<file path="src/rtl/uart_sync_fifo_if.sv">
// -----------------------------------------------------------------------------
// uart_sync_fifo_if
//
// Bundles the data/handshake/status signals of uart_sync_fifo so the UART
// register block and the shift engines can pass a single port around.
//
// Parameters
//   W_DATA  data word width in bits
//   D_FIFO  FIFO depth in words (sets the width of count)
//
// Signals
//   flush        -> FIFO  synchronous clear of contents
//   wr_en        -> FIFO  write request
//   wr_data      -> FIFO  write word
//   rd_en        -> FIFO  read/pop request
//   clr_err      -> FIFO  clear sticky overflow/underflow
//   rd_data      <- FIFO  read word
//   full         <- FIFO  count == D_FIFO
//   empty        <- FIFO  count == 0
//   almost_full  <- FIFO  count >= AF_THRESH
//   almost_empty <- FIFO  count <= AE_THRESH
//   count        <- FIFO  current occupancy
//   overflow     <- FIFO  sticky: write attempted while full
//   underflow    <- FIFO  sticky: read attempted while empty
//
// Modports
//   master : the user of the FIFO (drives requests, observes status)
//   slave  : the FIFO itself
// -----------------------------------------------------------------------------
interface uart_sync_fifo_if #(
  parameter int W_DATA = 8,
  parameter int D_FIFO = 16
);
  localparam int CNT_W = $clog2(D_FIFO + 1);

  logic              flush;
  logic              wr_en;
  logic [W_DATA-1:0] wr_data;
  logic              rd_en;
  logic              clr_err;
  logic [W_DATA-1:0] rd_data;
  logic              full;
  logic              empty;
  logic              almost_full;
  logic              almost_empty;
  logic [CNT_W-1:0]  count;
  logic              overflow;
  logic              underflow;

  modport master (
    output flush, wr_en, wr_data, rd_en, clr_err,
    input  rd_data, full, empty, almost_full, almost_empty, count,
           overflow, underflow
  );

  modport slave (
    input  flush, wr_en, wr_data, rd_en, clr_err,
    output rd_data, full, empty, almost_full, almost_empty, count,
           overflow, underflow
  );
endinterface

</file>
<file path="src/rtl/uart_sync_fifo.sv">
// -----------------------------------------------------------------------------
// uart_sync_fifo
//
// Parametrised synchronous FIFO for the UART TX and RX data paths. Any depth
// of two or more is supported (indices wrap by explicit compare, so depth need
// not be a power of two). Provides an occupancy count, programmable
// almost-full / almost-empty thresholds, synchronous flush and sticky
// overflow / underflow flags.
//
// Optional feature macro: UART_SYNC_FIFO_FWFT_EN
//   undefined : standard mode, rd_data is a register loaded on an accepted
//               read (1-cycle read latency), cleared by reset and flush.
//   defined   : first-word-fall-through, rd_data shows the head word
//               (0 when empty) combinationally from registered state; rd_en
//               pops the word currently shown.
//
// Parameters
//   W_DATA     data word width (>= 1)
//   D_FIFO     depth in words (>= 2)
//   AF_THRESH  almost_full when count >= AF_THRESH (1..D_FIFO)
//   AE_THRESH  almost_empty when count <= AE_THRESH (0..D_FIFO-1)
//
// Ports
//   clk    single clock, all state updates on the rising edge
//   rst_n  asynchronous active-low reset (memory array is not reset)
//   bus    uart_sync_fifo_if.slave: flush, wr_en, wr_data, rd_en, clr_err in;
//          rd_data, full, empty, almost_full, almost_empty, count,
//          overflow, underflow out. The interface must be instantiated with
//          the same W_DATA and D_FIFO as this module.
// -----------------------------------------------------------------------------
module uart_sync_fifo #(
  parameter int W_DATA    = 8,
  parameter int D_FIFO    = 16,
  parameter int AF_THRESH = D_FIFO - 2,
  parameter int AE_THRESH = 1
) (
  input  logic            clk,
  input  logic            rst_n,
  uart_sync_fifo_if.slave bus
);

  // Guarded so that an illegal depth still elaborates far enough to reach
  // the parameter checks below.
  localparam int IDX_W = (D_FIFO >= 2) ? $clog2(D_FIFO) : 1;
  localparam int CNT_W = $clog2(D_FIFO + 1);

  localparam logic [IDX_W-1:0] IDX_LAST = IDX_W'(D_FIFO - 1);
  localparam logic [IDX_W-1:0] IDX_ONE  = IDX_W'(1);
  localparam logic [CNT_W-1:0] CNT_ONE  = CNT_W'(1);
  localparam logic [CNT_W-1:0] CNT_FULL = CNT_W'(D_FIFO);
  localparam logic [CNT_W-1:0] CNT_AF   = CNT_W'(AF_THRESH);
  localparam logic [CNT_W-1:0] CNT_AE   = CNT_W'(AE_THRESH);

  // ---------------------------------------------------------------------------
  // Elaboration-time parameter checks
  // ---------------------------------------------------------------------------
  generate
    if (W_DATA < 1) begin : g_bad_width
      $fatal(1, "uart_sync_fifo: W_DATA must be >= 1");
    end
    if (D_FIFO < 2) begin : g_bad_depth
      $fatal(1, "uart_sync_fifo: D_FIFO must be >= 2");
    end
    if ((AF_THRESH < 1) || (AF_THRESH > D_FIFO)) begin : g_bad_af
      $fatal(1, "uart_sync_fifo: AF_THRESH must be in 1..D_FIFO");
    end
    if ((AE_THRESH < 0) || (AE_THRESH > D_FIFO - 1)) begin : g_bad_ae
      $fatal(1, "uart_sync_fifo: AE_THRESH must be in 0..D_FIFO-1");
    end
  endgenerate

  // ---------------------------------------------------------------------------
  // State
  // ---------------------------------------------------------------------------
  logic [W_DATA-1:0] mem_reg [D_FIFO];

  logic [IDX_W-1:0]  wr_idx_reg,    wr_idx_next;
  logic [IDX_W-1:0]  rd_idx_reg,    rd_idx_next;
  logic [CNT_W-1:0]  count_reg,     count_next;
  logic              overflow_reg,  overflow_next;
  logic              underflow_reg, underflow_next;

  // Status decoded from the registered count only, so every flag refers to
  // the occupancy before the coming edge.
  logic full_flag;
  logic empty_flag;

  assign full_flag  = (count_reg == CNT_FULL);
  assign empty_flag = (count_reg == '0);

  // ---------------------------------------------------------------------------
  // Acceptance and error-event decode
  // ---------------------------------------------------------------------------
  // A write against a full FIFO is dropped even when a read is accepted in
  // the same cycle, and a read against an empty FIFO is rejected even when a
  // write is accepted: both decisions use the pre-edge flags.
  logic wr_acc;
  logic rd_acc;
  logic ovf_evt;
  logic unf_evt;

  assign wr_acc  = bus.wr_en && !full_flag  && !bus.flush;
  assign rd_acc  = bus.rd_en && !empty_flag && !bus.flush;
  assign ovf_evt = bus.wr_en &&  full_flag  && !bus.flush;
  assign unf_evt = bus.rd_en &&  empty_flag && !bus.flush;

  // ---------------------------------------------------------------------------
  // Next-state logic
  // ---------------------------------------------------------------------------
  always_comb begin
    wr_idx_next = wr_idx_reg;
    rd_idx_next = rd_idx_reg;
    count_next  = count_reg;

    if (bus.flush) begin
      wr_idx_next = '0;
      rd_idx_next = '0;
      count_next  = '0;
    end else begin
      // Explicit wrap at D_FIFO-1 keeps non-power-of-two depths correct.
      if (wr_acc) begin
        wr_idx_next = (wr_idx_reg == IDX_LAST) ? '0 : wr_idx_reg + IDX_ONE;
      end
      if (rd_acc) begin
        rd_idx_next = (rd_idx_reg == IDX_LAST) ? '0 : rd_idx_reg + IDX_ONE;
      end

      case ({wr_acc, rd_acc})
        2'b10:   count_next = count_reg + CNT_ONE;
        2'b01:   count_next = count_reg - CNT_ONE;
        default: count_next = count_reg;
      endcase
    end
  end

  // Sticky error flags: a new event in the same cycle as clr_err wins.
  // Flush leaves them alone (the event terms are already masked by flush).
  always_comb begin
    overflow_next  = ovf_evt || (overflow_reg  && !bus.clr_err);
    underflow_next = unf_evt || (underflow_reg && !bus.clr_err);
  end

  // ---------------------------------------------------------------------------
  // Control/status registers
  // ---------------------------------------------------------------------------
  always_ff @(posedge clk or negedge rst_n) begin
    if (!rst_n) begin
      wr_idx_reg    <= '0;
      rd_idx_reg    <= '0;
      count_reg     <= '0;
      overflow_reg  <= 1'b0;
      underflow_reg <= 1'b0;
    end else begin
      wr_idx_reg    <= wr_idx_next;
      rd_idx_reg    <= rd_idx_next;
      count_reg     <= count_next;
      overflow_reg  <= overflow_next;
      underflow_reg <= underflow_next;
    end
  end

  // ---------------------------------------------------------------------------
  // Storage array: no reset so it maps onto block/distributed RAM. Contents
  // left behind by flush or reset are never visible because the indices and
  // count restart from zero.
  // ---------------------------------------------------------------------------
  always_ff @(posedge clk) begin
    if (wr_acc) begin
      mem_reg[wr_idx_reg] <= bus.wr_data;
    end
  end

  // ---------------------------------------------------------------------------
  // Read data path
  // ---------------------------------------------------------------------------
`ifdef UART_SYNC_FIFO_FWFT_EN
  // Head word is presented as soon as it is stored; an empty FIFO shows 0 so
  // a flushed or reset FIFO never exposes stale memory.
  assign bus.rd_data = empty_flag ? '0 : mem_reg[rd_idx_reg];
`else
  logic [W_DATA-1:0] rd_data_reg;

  always_ff @(posedge clk or negedge rst_n) begin
    if (!rst_n) begin
      rd_data_reg <= '0;
    end else if (bus.flush) begin
      rd_data_reg <= '0;
    end else if (rd_acc) begin
      rd_data_reg <= mem_reg[rd_idx_reg];
    end
  end

  assign bus.rd_data = rd_data_reg;
`endif

  // ---------------------------------------------------------------------------
  // Outputs
  // ---------------------------------------------------------------------------
  assign bus.full         = full_flag;
  assign bus.empty        = empty_flag;
  assign bus.almost_full  = (count_reg >= CNT_AF);
  assign bus.almost_empty = (count_reg <= CNT_AE);
  assign bus.count        = count_reg;
  assign bus.overflow     = overflow_reg;
  assign bus.underflow    = underflow_reg;

endmodule

</file>
<file path="src/flat_wrapper.sv">
// flat-port wrapper written by rule: the top's interface ports become plain ports
module uart_sync_fifo_flat 
#(
  parameter int W_DATA    = 8,
  parameter int D_FIFO    = 16,
  parameter int AF_THRESH = D_FIFO - 2,
  parameter int AE_THRESH = 1
)
  (clk, rst_n, bus_flush, bus_wr_en, bus_wr_data, bus_rd_en, bus_clr_err, bus_rd_data, bus_full, bus_empty, bus_almost_full, bus_almost_empty, bus_count, bus_overflow, bus_underflow);
  uart_sync_fifo_if #(.W_DATA(W_DATA), .D_FIFO(D_FIFO)) bus_i ();
  input  logic clk;
  input  logic rst_n;
  input wire logic [$bits(bus_i.flush)-1:0] bus_flush;
  input wire logic [$bits(bus_i.wr_en)-1:0] bus_wr_en;
  input wire logic [$bits(bus_i.wr_data)-1:0] bus_wr_data;
  input wire logic [$bits(bus_i.rd_en)-1:0] bus_rd_en;
  input wire logic [$bits(bus_i.clr_err)-1:0] bus_clr_err;
  output wire logic [$bits(bus_i.rd_data)-1:0] bus_rd_data;
  output wire logic [$bits(bus_i.full)-1:0] bus_full;
  output wire logic [$bits(bus_i.empty)-1:0] bus_empty;
  output wire logic [$bits(bus_i.almost_full)-1:0] bus_almost_full;
  output wire logic [$bits(bus_i.almost_empty)-1:0] bus_almost_empty;
  output wire logic [$bits(bus_i.count)-1:0] bus_count;
  output wire logic [$bits(bus_i.overflow)-1:0] bus_overflow;
  output wire logic [$bits(bus_i.underflow)-1:0] bus_underflow;
  assign bus_i.flush = bus_flush;
  assign bus_i.wr_en = bus_wr_en;
  assign bus_i.wr_data = bus_wr_data;
  assign bus_i.rd_en = bus_rd_en;
  assign bus_i.clr_err = bus_clr_err;
  assign bus_rd_data = bus_i.rd_data;
  assign bus_full = bus_i.full;
  assign bus_empty = bus_i.empty;
  assign bus_almost_full = bus_i.almost_full;
  assign bus_almost_empty = bus_i.almost_empty;
  assign bus_count = bus_i.count;
  assign bus_overflow = bus_i.overflow;
  assign bus_underflow = bus_i.underflow;
  uart_sync_fifo #(.W_DATA(W_DATA), .D_FIFO(D_FIFO), .AF_THRESH(AF_THRESH), .AE_THRESH(AE_THRESH)) u_core (.clk(clk), .rst_n(rst_n), .bus(bus_i));
endmodule
</file>
<file path="config.mk">
export PLATFORM = sky130hd
export DESIGN_NAME = uart_sync_fifo_flat
export DESIGN_NICKNAME = d
export VERILOG_FILES = /design/src/rtl/uart_sync_fifo_if.sv /design/src/rtl/uart_sync_fifo.sv /design/src/flat_wrapper.sv
export SDC_FILE = /design/constraint.sdc
export NUM_CORES = 1
export LEC_CHECK = 0
export ABC_AREA = 1
export BUFFER_PORTS_ARGS = -buffer_cell sky130_fd_sc_hd__buf_4
export CORE_MARGIN = 1
export CORE_UTILIZATION = 50
export CTS_CLUSTER_SIZE = 12
export DETAILED_ROUTE_END_ITERATION = 7
export GPL_TIMING_DRIVEN = 0
export HOLD_SLACK_MARGIN = 0.06
export PLACE_DENSITY = 0.69
export SYNTH_ARGS = -nofsm -noshare
export SYNTH_HDL_FRONTEND = slang
export SYNTH_SLANG_ARGS = --single-unit
</file>
<file path="constraint.sdc">
create_clock -name clk -period 2.7 [get_ports clk]
set_input_delay 0.27 -clock clk [delete_from_list [all_inputs] [get_ports clk]]
set_output_delay 0.27 -clock clk [all_outputs]
set_load 0.005 [all_outputs]
</file>
# == Yosys cells after proc, flatten, opt, wreduce, memory -nomap -nowiden ==
# Memory sizes are Yosys's and may differ from the RTL's.
# Index checks and enable logic that the tools add are counted.
# classes
n_reduce_logical,20
shift,0
mux,12
mul,0
div_mod_pow,0
add_sub_neg,4
order_cmp,2
n_eq_ne,5
bitwise,0
# ops
op,count
$mux W4,6
$mux W8,2
$logic_and A1 B1 Y1,10
$pmux W5 S2,1
$add A4 B1 Y4 const B,2
$eq A4 B4 Y1 const B,2
$add A5 B1 Y5 const B,1
$eq A5 B5 Y1 const B,1
$ge A5 B4 Y1 const B,1
$le A5 B1 Y1 const B,1
$logic_not A5 Y1,1
$mux W5,1
$sub A5 B1 Y5 const B,1
$logic_not A1 Y1,4
$reduce_bool A2 Y1,2
$reduce_bool A3 Y1,1
$eq A2 B1 Y1 const B,1
$eq A2 B2 Y1 const B,1
$logic_or A1 B1 Y1,2
$mux W1,2
# word_totals
inputBits,14
ramBits,128
output_inout_bits,19
latch_bits,0
reg_bits,23
elab_cells,50
memories,1
romBits,0
# memory_table
name,depth,width,rd,rd_ports_with_merged_regs,write_ports,line_no,text
u_core.mem_reg,16,8,1,0,1,uart_sync_fifo.sv:75,logic [W_DATA-1:0] mem_reg [D_FIFO];

# == Longest topological paths before layout ==
# depth
depth_word,7
ltp_mapped,11
depth_no_buf,10

# == Least setup slack after synthesis ==
# Ideal clock, no wire load.
# synth_timing
kind,flip-flop to flip-flop
from,"reg u_core.count_reg[0], in the netlist u_core.bus.count[0]"
to,mem u_core.mem_reg[11][0] (enable)
path_stages_with_launch,6
slack_ns,0.714
t_arrival_ns,1.603
required_ns,2.317
setup_ns,0.383
path_cell_list,dfrtp_1 -> inv_1 -> ha_1 -> nand3_2 -> nand2_4 -> nor3_1
# synth_between
elab_chain_cells,6
# synth_lines
item,line_no,text
"start, declared",uart_sync_fifo.sv:79,"logic [CNT_W-1:0] count_reg, count_next;"
"start signal, assigned",uart_sync_fifo.sv:156,count_reg <= count_next;
$eq A5 B5 Y1,uart_sync_fifo.sv:88,assign full_flag = (count_reg == CNT_FULL);
$logic_not A1 Y1,uart_sync_fifo.sv:102,assign wr_acc = bus.wr_en && !full_flag && !bus.flush;
$logic_and A1 B1 Y1 (2 in series),uart_sync_fifo.sv:102,
$mux W1,uart_sync_fifo.sv:168,if (wr_acc) begin
$mux W1 (implied by the code),uart_sync_fifo.sv:169,mem_reg[wr_idx_reg] <= bus.wr_data;
"end, declared",uart_sync_fifo.sv:75,
# No other way between the ends.

# == Worst setup path in the final report ==
# layout_timing
from,"reg u_core.count_reg[0], in the netlist u_core.bus.count[0]"
to,mem u_core.mem_reg[0][2] (enable)
# The elaborated chain is that of the path after synthesis.

==> results by group <==
Status
  – Result of the run: completed

Logic synthesis
  – Mux share of post-synthesis cell area: 0%
  – Yosys top cell area share: between 50% and 60%
  – Mapped Area: roughly 6600 sq um
  – Number of flops mapped to enable cells by yosys: 128
  – Net Count, Synth: 656
  – Post-Syn Area per Cell: ~10 sq um
  – Number of instances in the synthesized netlist: approximately 630
  – Main flop type after synthesis: edfxtp_1
  – Seq/Total Area, Yosys: 66.69%
  – Synth Area in Compound Gates: 2.115%
  – Flip-flop and latch count after synthesis: 151
  – Cell type with the largest total area after synthesis: edfxtp_1
  – Most frequent cells after synthesis: 237 x nand2_1, 128 x edfxtp_1, 71 x nand3_1
  – Synthesized-area fraction occupied by xor and xnor cells: less than 1%
  – Most instantiated library cell after synthesis: nand2_1
  – Simple-Gate Fraction of Synth Area: between 20% and 30%
  – Biggest area contributors in the synthesized netlist: edfxtp_1 58%, nand2_1 13%, dfrtp_1 8.7%
  – Fraction of registers with async set or reset after synthesis: 15.23%
  – Adder-cell share of the synthesized area: approximately 1.9%
  – Largest family of logic cells by synthesized area: simple AND/OR/NAND/NOR gates
  – Synth cell types: 27
  – Yosys warnings: 0

GRT
  – Via count of the first global-routing pass: about 4.4k
  – Total routing resource utilization after global routing: roughly 25%
  – Sum of overflow across all layers after global routing: 0
  – First-pass GRT wire length: 23,560 um
  – Initial antenna violation count: 0
  – Pin count of the biggest net entering global routing: 24

Floorplan
  – Vert. Die Dim: between 100 and 150 um
  – Starting density of the core: slightly above 50%
  – Site row count: 41
  – Overall die width: approximately 120 um
  – Number of primary I/O pins: 33
  – Total core area: approximately 13,000 sq um
  – Die ar.: about 14,000 sq um

Timing
  – Relative slew slack: 13.21%
  – Final period utilization: between 90% and 100%
  – Number of endpoints failing setup at the final stage: 0
  – Final critical delay including setup and external delays: 2.536 ns
  – Count of final max-slew check failures: 0
  – Measured slew at the worst slew-check pin: 1.292 ns
  – Total negative slack: 0 ns
  – Post-Route Skew: around 0.011 ns
  – Fin. Hold Viols: 0
  – Worst hold-check slack: between 0.15 and 0.2 ns
  – RSZ-0062 raised after global routing: false
  – Worst-case setup margin in the final layout: around 0.16 ns
  – Highest clock frequency the design can meet: between 300 and 400 MHz

Power and ir drop
  – Power per standard cell area: just under 900 nW/um^2
  – Switching power total: 0.002201 W
  – Logic gate share of total power: between 20% and 30%
  – Maximum ir drop on the vdd rail: approximately 540 uV
  – Internal power: ~0.0046 W
  – Clock Power Share: between 30% and 40%
  – Sw Ratio: roughly 32%
  – Sequential group share of total power: about two fifths
  – Leak Pwr: 3.226 nW

Drt
  – Routed wl met3: between 1000 and 1500 um
  – Wire length per cell: about 18 um
  – Number of antenna-violating nets in the routed design: 0
  – Via density per instance: 5.281
  – Initial DRT Pass Iterations: 5
  – Via count: between 4k and 5k
  – Top metal layer carrying routed signals: met4
  – Initial DRC Count: 402
  – DRC violations left: 0
  – Total wire length: approximately 15,000 um
  – Met1 WL: between 6000 and 7000 um
  – Met2 Wirelength: a little over 7000 um

Clock network
  – TritonCTS clock tree: yes
  – Clk pin slew, worst setup/hold paths: 0.06 ns
  – Largest buffer count on any clock path: 2
  – Worst-Skew Late Latency: ~0.44 ns
  – Deepest level of the CTS H-tree: 4
  – Root buf cell: clkbuf_16
  – Clock tree sinks: approximately 150
  – Total clock buffers created by CTS: 17

Finish
  – Combined area of the multi-input logic cells: about 1900 sq um
  – Flip-flop count of the largest register, all copies and words added: about 130
  – Total area of sequential cells: ~4400 sq um
  – Utilization of the core after routing: between 50% and 60%
  – Antenna Diode Count: 0
  – Ratio of cells with drive above 1 in the final layout: 13.73%
  – Fill cell count: about 1.1k
  – Net total in the final layout: 710
  – Final cell count without fillers: ~870
  – Layout-stage area growth over the synthesis result: 15.39%

Setup path
  – Critical path buffers and inverters: 2
  – Top Family by Delay on Critical Path: simple AND/OR/NAND/NOR gates
  – Largest fanout on the critical path: 10
  – Slowest-stage cell, CP: nor2_1
  – Crit-path cells: inv_1 -> ha_1 -> nand3_2 -> nand2_4 -> inv_1 -> nand2_1 -> nor2_1
  – CP Launch Type: flip-flop
  – Arrival time at the worst endpoint: ~2.6 ns
  – Endpoint type of the worst setup path: flip-flop
  – Critical path start-end classification: reg2reg
  – Cell type with the highest occurrence count on the critical path: inv_1
  – Peak per-stage delay on the critical path: approximately 0.69 ns
  – CP required: roughly 2.8 ns

Placed design
  – Placed Cells incl. Taps: between 800 and 900
  – Total of buffers placed on input and output ports: 32
  – Global placement routability congestion: 0.8982
  – Dpl hpwl: about 10,000 um
  – Setup slack after placement: between 0.15 and 0.2 ns

Min path
  – Path type of the worst min-delay path: in2reg

Flow run
  – Max-capacitance violation count: 0
path summary, 6_finish.rpt:
kind	slack, ns	end	from	cells after the start
setup / recovery	0.16	u_core.mem_reg[0][2]	u_core.bus.count[0]	7
hold / removal	0.16	u_core.bus.underflow	bus_flush	4
setup reg to reg	0.16	u_core.mem_reg[0][2]	u_core.bus.count[0]	7
hold reg to reg	0.48	u_core.bus.rd_data[5]	u_core.bus.rd_data[5]	2
max in group asynchronous	2.19	u_core.bus.count[3]	rst_n	2
min in group asynchronous	0.27	u_core.bus.rd_data[7]	rst_n	2
cells in the final DEF (no fill, tap or decap), types with 2 or more instances in the layout:
master           n
ha_1            10
dlygate4sd3_1    2
o21ai_0         15
clkinv_1         2
nand3_1         71
nand3_2          2
o21ai_1          2
inv_2            6
buf_4           43
clkbuf_1         8
clkinv_2         6
nor2_4           2
inv_1           36
dfrtp_1         23
nand2_4          3
o211ai_1         2
xor2_1           5
o22ai_1          3
clkbuf_16       17
buf_2            6
nand3b_1         7
nand2_1        237
edfxtp_1       128
nor2_1          44
nor3_1           4
nand2_2          4
buf_6            2
cells by family after synthesis:
group,Yosys count
AO/OA/AOI/OAI,25
XOR/XNOR,5
adder cells (fa/ha/maj),10
buffers and inverters,65
flip-flops,151
AND/OR/NAND/NOR,376
what timing repair did:
item                                    CTS  global route
endpoints found under the setup margin    0             8
hold buffers                              2             0
hold endpoints to repair                 25             0
setup buffers                             0             0
gates resized for setup                   0             1
power groups by stage:
stage          clock network [W]  registers (W)  logic [W]
2_1_floorplan                  0        0.00279    0.00122
3_3_place_gp                   0        0.00279    0.00182
3_5_place_dp                   0        0.00279    0.00186
4_1_cts                  0.00218        0.00275    0.00187
5_1_grt                  0.00230        0.00276    0.00211
6_report                 0.00217        0.00275    0.00188
worst min-delay path, cell delays in order:
cell and delay [ns]:
buf_4 0.09, nor2_1 0.06, nand2_1 0.06, o21ai_0 0.06
layer usage:
metal / vias to the layer above / GRT usage [%]
met5: - / 0
met4: 0 / 10.72
met3: 38 / 9.166
met2: 148 / 37.36
met1: 2202 / 33.28
li1: 2212 / -
per-stage QoR:
step / area (sq um) / total power (W)
after floorplan: 6626 / 0.004002
after global placement: 7082 / 0.004612
after detailed placement: 7082 / 0.004656
after CTS: 7636 / 0.006804
after global routing: 7646 / 0.007175
final: 7646 / 0.006801
area by class of cell:
| class | instances | area share (%) |
|---|---|---|
| plain buffers | 23 | 1.915 |
| clock buffers | 21 | 5.891 |
| clock inverters | 11 | 1.096 |
| inverters | 42 | 2.062 |
| multi-input cells | 416 | 24.92 |
| flip-flops and latches | 151 | 57.80 |
| well taps | 172 | 2.815 |
| repair buffers | 35 | 3.502 |
Note: power is estimated with default switching activity, not from simulation.
